### config.mk
export PLATFORM = sky130hd
export DESIGN_NAME = mult_unit
export DESIGN_NICKNAME = d
export VERILOG_FILES = /design/src/rtl/common_types_pkg.sv /design/src/rtl/mult_unit.sv
export SDC_FILE = /design/constraint.sdc
export NUM_CORES = 1
export LEC_CHECK = 0
export CORE_UTILIZATION = 55
export DETAILED_ROUTE_END_ITERATION = 7
export PLACE_DENSITY_LB_ADDON = 0.3
export SETUP_SLACK_MARGIN = 0.5
export SLEW_MARGIN = 20
export SYNTH_ARGS = -nofsm -noshare
export SYNTH_HDL_FRONTEND = slang
export SYNTH_SLANG_ARGS = --single-unit
export TNS_END_PERCENT = 20
### constraint.sdc
create_clock -name clk -period 4.3 [get_ports clk]
set_clock_uncertainty 0.2 [all_clocks]
set_input_delay 0.86 -clock clk [delete_from_list [all_inputs] [get_ports clk]]
set_output_delay 0.86 -clock clk [all_outputs]
set_load 0.05 [all_outputs]
### src/rtl/common_types_pkg.sv
// Shared core types: datapath word width and the RV32M multiply opcode encoding.
package common_types_pkg;

  localparam int WORD_W = 32;

  typedef enum logic [1:0] {
    MUL    = 2'd0,
    MULH   = 2'd1,
    MULHSU = 2'd2,
    MULHU  = 2'd3
  } mult_op_t;

endpackage

### src/rtl/mult_unit.sv
// Iterative radix-2 shift-add RV32M multiplier for EXECUTE; result held in DONE until ack.
// Define MULT_EARLY_TERM_EN to leave BUSY as soon as the remaining multiplier bits are all zero.
module mult_unit
  import common_types_pkg::*;
#(
  parameter int WORD_W = common_types_pkg::WORD_W
) (
  input  logic              clk,
  input  logic              rst,
  input  logic              mult,
  input  logic [1:0]        mult_op,
  input  logic [WORD_W-1:0] a,
  input  logic [WORD_W-1:0] b,
  input  logic              ack,
  input  logic              flush,
  output logic              mult_ready,
  output logic [WORD_W-1:0] result
);

  localparam int CNT_W = $clog2(WORD_W) + 1;

`ifdef MULT_EARLY_TERM_EN
  localparam bit EARLY_TERM = 1'b1;
`else
  localparam bit EARLY_TERM = 1'b0;
`endif

  typedef enum logic [1:0] {IDLE, BUSY, DONE} mult_state_t;

  mult_state_t           state_q, state_d;
  logic [2*WORD_W-1:0]   mcand_q, mcand_d;
  logic [2*WORD_W-1:0]   acc_q, acc_d;
  logic [WORD_W-1:0]     mplier_q, mplier_d;
  logic [CNT_W-1:0]      count_q, count_d;
  logic                  neg_q, neg_d;
  mult_op_t              op_q, op_d;
  logic [WORD_W-1:0]     result_q, result_d;

  mult_op_t              op_c;
  logic                  a_sgn, b_sgn, last_c;
  logic [WORD_W-1:0]     abs_a, abs_b, mplier_nxt;
  logic [2*WORD_W-1:0]   add_c, prod_c;
  logic [CNT_W-1:0]      cnt_nxt;

  always_comb begin
    state_d  = state_q;
    mcand_d  = mcand_q;
    acc_d    = acc_q;
    mplier_d = mplier_q;
    count_d  = count_q;
    neg_d    = neg_q;
    op_d     = op_q;
    result_d = result_q;

    // Magnitudes: 2^(W-1) survives as an unsigned W-bit value.
    op_c  = mult_op_t'(mult_op);
    a_sgn = ((op_c == MULH) || (op_c == MULHSU)) && a[WORD_W-1];
    b_sgn = (op_c == MULH) && b[WORD_W-1];
    abs_a = a_sgn ? -a : a;
    abs_b = b_sgn ? -b : b;

    add_c      = mplier_q[0] ? (acc_q + mcand_q) : acc_q;
    mplier_nxt = mplier_q >> 1;
    cnt_nxt    = count_q + CNT_W'(1);
    last_c     = (cnt_nxt == CNT_W'(WORD_W)) || (EARLY_TERM && (mplier_nxt == '0));
    prod_c     = neg_q ? -add_c : add_c;

    case (state_q)
      IDLE: begin
        if (mult) begin
          mcand_d  = {{WORD_W{1'b0}}, abs_a};
          mplier_d = abs_b;
          neg_d    = a_sgn ^ b_sgn;
          op_d     = op_c;
          acc_d    = '0;
          count_d  = '0;
          state_d  = BUSY;
        end
      end
      BUSY: begin
        acc_d    = add_c;
        mcand_d  = mcand_q << 1;
        mplier_d = mplier_nxt;
        count_d  = cnt_nxt;
        if (last_c) begin
          state_d  = DONE;
          result_d = (op_q == MUL) ? prod_c[WORD_W-1:0] : prod_c[2*WORD_W-1:WORD_W];
        end
      end
      DONE: begin
        if (ack) state_d = IDLE;
      end
      default: state_d = IDLE;
    endcase

    // Squash wins over everything, including a result landing this cycle.
    if (flush) begin
      state_d  = IDLE;
      result_d = result_q;
    end
  end

  always_ff @(posedge clk) begin
    if (rst) begin
      state_q  <= IDLE;
      mcand_q  <= '0;
      acc_q    <= '0;
      mplier_q <= '0;
      count_q  <= '0;
      neg_q    <= 1'b0;
      op_q     <= MUL;
      result_q <= '0;
    end else begin
      state_q  <= state_d;
      mcand_q  <= mcand_d;
      acc_q    <= acc_d;
      mplier_q <= mplier_d;
      count_q  <= count_d;
      neg_q    <= neg_d;
      op_q     <= op_d;
      result_q <= result_d;
    end
  end

  assign mult_ready = (state_q == DONE);
  assign result     = result_q;

endmodule

Yosys cells after proc, flatten, opt, wreduce, memory -nomap -nowiden
Cells that the tools add are included.
{"block": "op_classes", "add_sub_neg": 5, "eq_ne": 8, "n_mux": 17, "bitwise": 2, "reduce_logical": 11}
{"op": "two-way mux 64 bit", "count": 4}
{"op": "one-hot mux 64 bit (2 select lines)", "count": 2}
{"op": "two-way mux 32 bit", "count": 4}
{"op": "adder 64 bit", "count": 1}
{"op": "negator 32 bit", "count": 2}
{"op": "negator 64 bit", "count": 1}
{"op": "one-hot mux 32 bit (2 select lines)", "count": 1}
{"op": "one-hot mux 6 bit (2 select lines)", "count": 1}
{"op": "adder 6 x 1 -> 6 bit, second input constant", "count": 1}
{"op": "== test 6 bit, second input constant", "count": 1}
{"op": "two-way mux 2 bit", "count": 3}
{"op": "two-way mux 6 bit", "count": 1}
{"op": "inequality test 2 bit, second input constant", "count": 3}
{"op": "one-hot mux 2 bit (3 select lines)", "count": 1}
{"op": "AND reduction 3 bit", "count": 2}
{"op": "== test 2 x 1 -> 1 bit, second input constant", "count": 2}
{"op": "== test 2 bit, second input constant", "count": 2}
{"op": "zero test 2 bit", "count": 2}
{"op": "AND reduction 2 bit", "count": 2}
{"op": "logical AND 1 bit", "count": 2}
{"op": "nonzero test 2 bit", "count": 1}
{"op": "OR reduction 2 bit", "count": 1}
{"op": "logical OR 1 bit", "count": 1}
{"op": "inverter 1 bit", "count": 1}
{"op": "XOR 1 bit", "count": 1}
{"block": "word_totals", "reg_bits": 203, "in_bits": 71, "out_inout_bits": 33, "word_cells": 51}

Logic depth before layout (Yosys ltp)
Gate-level depths: netlist of run 1.
{"block": "logic_depth", "depth_word": 6, "mapped_depth": 17, "ltp_nobuf": 16}

Worst setup path after synthesis of run 1
No wires, ideal clock.
{"block": "synth_path", "kind": "register to register", "from": "reg mcand_q[0]", "to": "reg result_q[31] (netlist: result[31])", "setup_time_ns": 0.079, "arrival_ns": 4.232, "required_time_ns": 4.021, "slack_ns": -0.212, "path_stages_with_launch": 18, "path_buffers": 1, "period_less_slack_ns": 4.512, "path_cell_list": "dfxtp_1 -> ha_1 -> inv_1 -> fa_1 -> nor2b_4 -> o31a_4 -> o211ai_2 -> a211o_1 -> nand4_1 -> a31oi_4 -> a211oi_2 -> nand3_2 -> or4_1 -> buf_2 -> or4_4 -> o311a_1 -> o32a_1 -> a211oi_2"}
{"block": "synth_via", "elab_chain_len": 5}
{"item": "from (decl)", "line_no": "mult_unit.sv:31", "text": "logic [2*WORD_W-1:0] mcand_q, mcand_d;"}
{"item": "from (signal assigned)", "line_no": "mult_unit.sv:115", "text": "mcand_q <= mcand_d;"}
{"item": "adder 64 bit (*)", "line_no": "mult_unit.sv:62", "text": "add_c = mplier_q[0] ? (acc_q + mcand_q) : acc_q;"}
{"item": "two-way mux 64 bit (*)", "line_no": "mult_unit.sv:62"}
{"item": "negator 64 bit", "line_no": "mult_unit.sv:66", "text": "prod_c = neg_q ? -add_c : add_c;"}
{"item": "two-way mux 64 bit (*)", "line_no": "mult_unit.sv:66"}
{"item": "two-way mux 32 bit (*)", "line_no": "mult_unit.sv:87", "text": "result_d = (op_q == MUL) ? prod_c[WORD_W-1:0] : prod_c[2*WORD_W-1:WORD_W];"}
{"item": "to (signal assigned)", "line_no": "mult_unit.sv:121", "text": "result_q <= result_d;"}
{"item": "to (decl)", "line_no": "mult_unit.sv:37", "text": "logic [WORD_W-1:0] result_q, result_d;"}
Every way passes the cells marked *; elsewhere a longest branch is shown, timed or not.
A chain may end at the register's enable or synchronous reset.

Worst setup path after layout of run 1
{"block": "layout_path", "from": "reg mcand_q[4]", "to": "reg result_q[29] (netlist: result[29])"}
The elaborated chain is that of the path after synthesis.

==> results of run 1 <==
[state kept, by name, summed over array words and instances, names as in the netlist]
register  flops
mplier_q     32
neg_q         1
count_q       6
state_q       2
op_q          2
acc_q        64
mcand_q      64
result       32
[power groups by stage]
stage / Sequential (mW) / Clock, mW / Combinational (mW)
floorplan: 2.00 / 0 / 0.733
global route: 1.98 / 2.34 / 1.60
finish: 1.98 / 2.29 / 1.52
CTS: 1.97 / 2.25 / 1.38
detailed placement: 2.01 / 0 / 1.29
global placement: 2.00 / 0 / 1.26
[per-stage QoR]
stage,hold WS [ns],instance area (um^2),TNS (ns)
2_1_floorplan,0.2316,17160,-0.09640
3_3_place_gp,0.2477,21900,-3.710
3_5_place_dp,0.2559,21900,-5.485
4_1_cts,0.2599,23430,-2.012
5_1_grt,0.2824,24460,-8.363
6_report,0.2589,24460,-4.708
[cell usage after synthesis, drive strengths merged, types with 30 or more instances]
cell,count
nand4,54
or3,31
nor4,30
nor3,68
a31oi,63
xor2,48
mux2i,31
buf,51
ha,69
nor2,273
o21ai,135
a211oi,30
dfxtp,203
a22oi,73
inv,35
clkbuf,118
a21oi,279
xnor2,54
nand2,301
nand3,94
[layer usage]
layer	global-route usage, %	part of all wire [%]	vias up	wire, um
li1	-	-	9920	-
met1	52.64	38	10330	28410
met2	72.81	45	1463	34200
met3	10.11	9.8	396	7438
met4	27.64	7.2	2	5464
met5	0	0.019	-	14
[cell type report]
class	instances	area [um^2]
clock buffers	33	695.7
clock inverters	13	166.4
fillers	2055	6053
inverters	35	131.4
multi-input cells	1980	13510
flip-flops and latches	203	4111
well taps	396	495.5
repair buffers	662	5348
[path summary, 6_finish.rpt]
path / start / to / slack (ns) / cells after the start
setup reg to reg: mcand_q[4]$_SDFFE_PP0P_ / result[29]$_SDFFE_PP0P_ / -0.40 / 18
setup / recovery: mcand_q[4]$_SDFFE_PP0P_ / result[29]$_SDFFE_PP0P_ / -0.40 / 18
hold / removal: result[16]$_SDFFE_PP0P_ / result[16]$_SDFFE_PP0P_ / 0.26 / 2
hold reg to reg: result[16]$_SDFFE_PP0P_ / result[16]$_SDFFE_PP0P_ / 0.26 / 2
[cell families (layout without fill, tap and decap cells)]
family | count (synthesis) | in the layout | synth area share, %
simple gates | 968 | 968 | 26.85
fa+ha+maj | 70 | 70 | 5.189
mux | 41 | 41 | 2.484
compound gates | 799 | 799 | 31.30
flops | 203 | 203 | 23.87
xor+xnor | 102 | 102 | 5.247
buf+inv | 204 | 743 | 5.064
[worst reg2reg max path: stages (launching register included)]
cell	delay (ns)
dfxtp_1	0.31
ha_1	0.35
a21oi_2	0.22
nand2_2	0.12
o21ai_1	0.26
buf_4	0.24
o311ai_0	0.15
nor3_1	0.23
buf_4	0.21
nand2_2	0.07
or3_4	0.38
buf_6	0.13
nor3_4	0.17
nand4_1	0.22
buf_6	0.20
or4_4	0.52
o311a_1	0.37
o21ai_2	0.15
a21oi_2	0.07
[what timing repair did]
action / 4_1_cts / 5_1_grt
pin swaps: 58 / 84
buffers inserted: 18 / 24
resized for setup: 104 / 165
endpoints found under the setup margin: 34 / 49
==> metrics.txt, run 1 <==
Mapped Nets=approximately 2,500; Syn Std Cell Area=~0.017 mm^2; top cell type's share of synthesized area=23.87%; worst vdd ir=0.2867 mV; die extent in x=177.9 um; worst-margin pin slew=1.028 ns; combinational share of power=26.3%; Die Ht=between 150 and 200 um; First-pass DRT Iterations=7; final cycle utilization of the critical path=109.3%; Worst Path Arrival=4.95 ns; Ports=104; CTS tree=built; clock sinks=203; Post-DP HPWL=54.69 mm; IO Port Bufs=103; leak pwr=9.748 nW; synth top area cells=dfxtp_1 24%, a21oi_1 7.7%, nand2_1 6.6%; area delta synth->final=43.65%; Antenna Nets Post-Route=0; dpl ws=-0.4953 ns; Max Cap Violations=0; Iteration-0 DRC Markers=2,665; sequential share of power=34.2%; CTS H-Tree Depth=1; Hold Path Class=reg2reg; sequential share of the synthesized area=23.87%; commonest non-fill, non-tap cell in the layout=buf_4; Power Density=between 200 and 250 mW/mm^2; Seq cells post-synth=203; WP buf/inv=4; post-synthesis area per instance=~7.1 um^2; cell count after synthesis=2,387; Sw Share=32.25%; Primary FF master, synth=dfxtp_1; minimum clock period after layout=~4.7 ns; most frequent cells in the layout=532 x buf_4, 295 x nand2_1, 259 x nor2_1, 246 x a21oi_1, 175 x dfxtp_1; Post-Route WL=75.52 mm; Synth cell types=104; CP Max Fanout=6; post-synth top area cell=dfxtp_1; CP Launch Type=flip-flop; clock power share=39.5%; Hold Buf Count CTS=0; Cells after DPL=3,234; Core Util, Final=80.16%; Clock transition at path regs=0.06 ns; Crit path largest cell delay=0.52 ns; total power=5.783 mW; number of flops mapped to enable cells by yosys=0; via count=22,110; vias in the first global route=20,640; Initial Util=55.80%; sw power=approximately 1.9 mW; gr usage total=44.55%; Final Max Slew Viols=0; grt ovf=0; Nets=3,048; routed len/inst=22.73 um; slowest library cell on the worst path=or4_4; RSZ-0062 raised after global routing=yes; CTS Buf Count=25; delay-heaviest family, CP=simple AND/OR/NAND/NOR gates; Cell Count, Final, Fillers Out=3,322; die area=0.03166 mm^2; status=complete, but fails checks; Setup crit end kind=flip-flop; Final Hold Viols=0; last weighted congestion value of the routability-driven placer=around 1.1; Yosys Warn Count=0; crit path kind=reg2reg; FFs w/ async S/R, synth=0%; Via-to-Cell Ratio=between 6 and 7; Setup-failing EPs final=28; Cell Rows=64; drt drc=0; internal power=3.918 mW; fraction of final layout cells with drive strength greater than 1=30.21%; CP cell instances=ha_1 > a21oi_2 > nand2_2 > o21ai_1 > buf_4 > o311ai_0 > nor3_1 > buf_4 > nand2_2 > or3_4 > buf_6 > nor3_4 > nand4_1 > buf_6 > or4_4 > o311a_1 > o21ai_2 > a21oi_2; headroom to the max-slew limit=31.45%; n_diodes=0; highest clock rate=about 0.21 GHz; initial antenna violation count=1; Skew-Pair Late Insertion Delay=0.58 ns; Core ar.=0.03051 mm^2; largest net degree at the start of global routing=131; Clock Path Buffers=3; CP Data Required Time=4.55 ns; worst setup margin=-0.3994 ns; global-route wire length before repair=110.6 mm; Root Driver=clkbuf_16; failing checks=setup timing
Note: power is estimated with default switching activity, not from simulation.
==> run 2: changes to the inputs <==
--- a/config.mk
+++ b/config.mk
@@ -5,6 +5,7 @@
 export SDC_FILE = /design/constraint.sdc
 export NUM_CORES = 1
 export LEC_CHECK = 0
+export CAP_MARGIN = 5
 export CORE_UTILIZATION = 55
 export DETAILED_ROUTE_END_ITERATION = 7
 export PLACE_DENSITY_LB_ADDON = 0.3
==> results of run 2 <==
No change in the layout: final DEF, timing and power equal those of run 1.
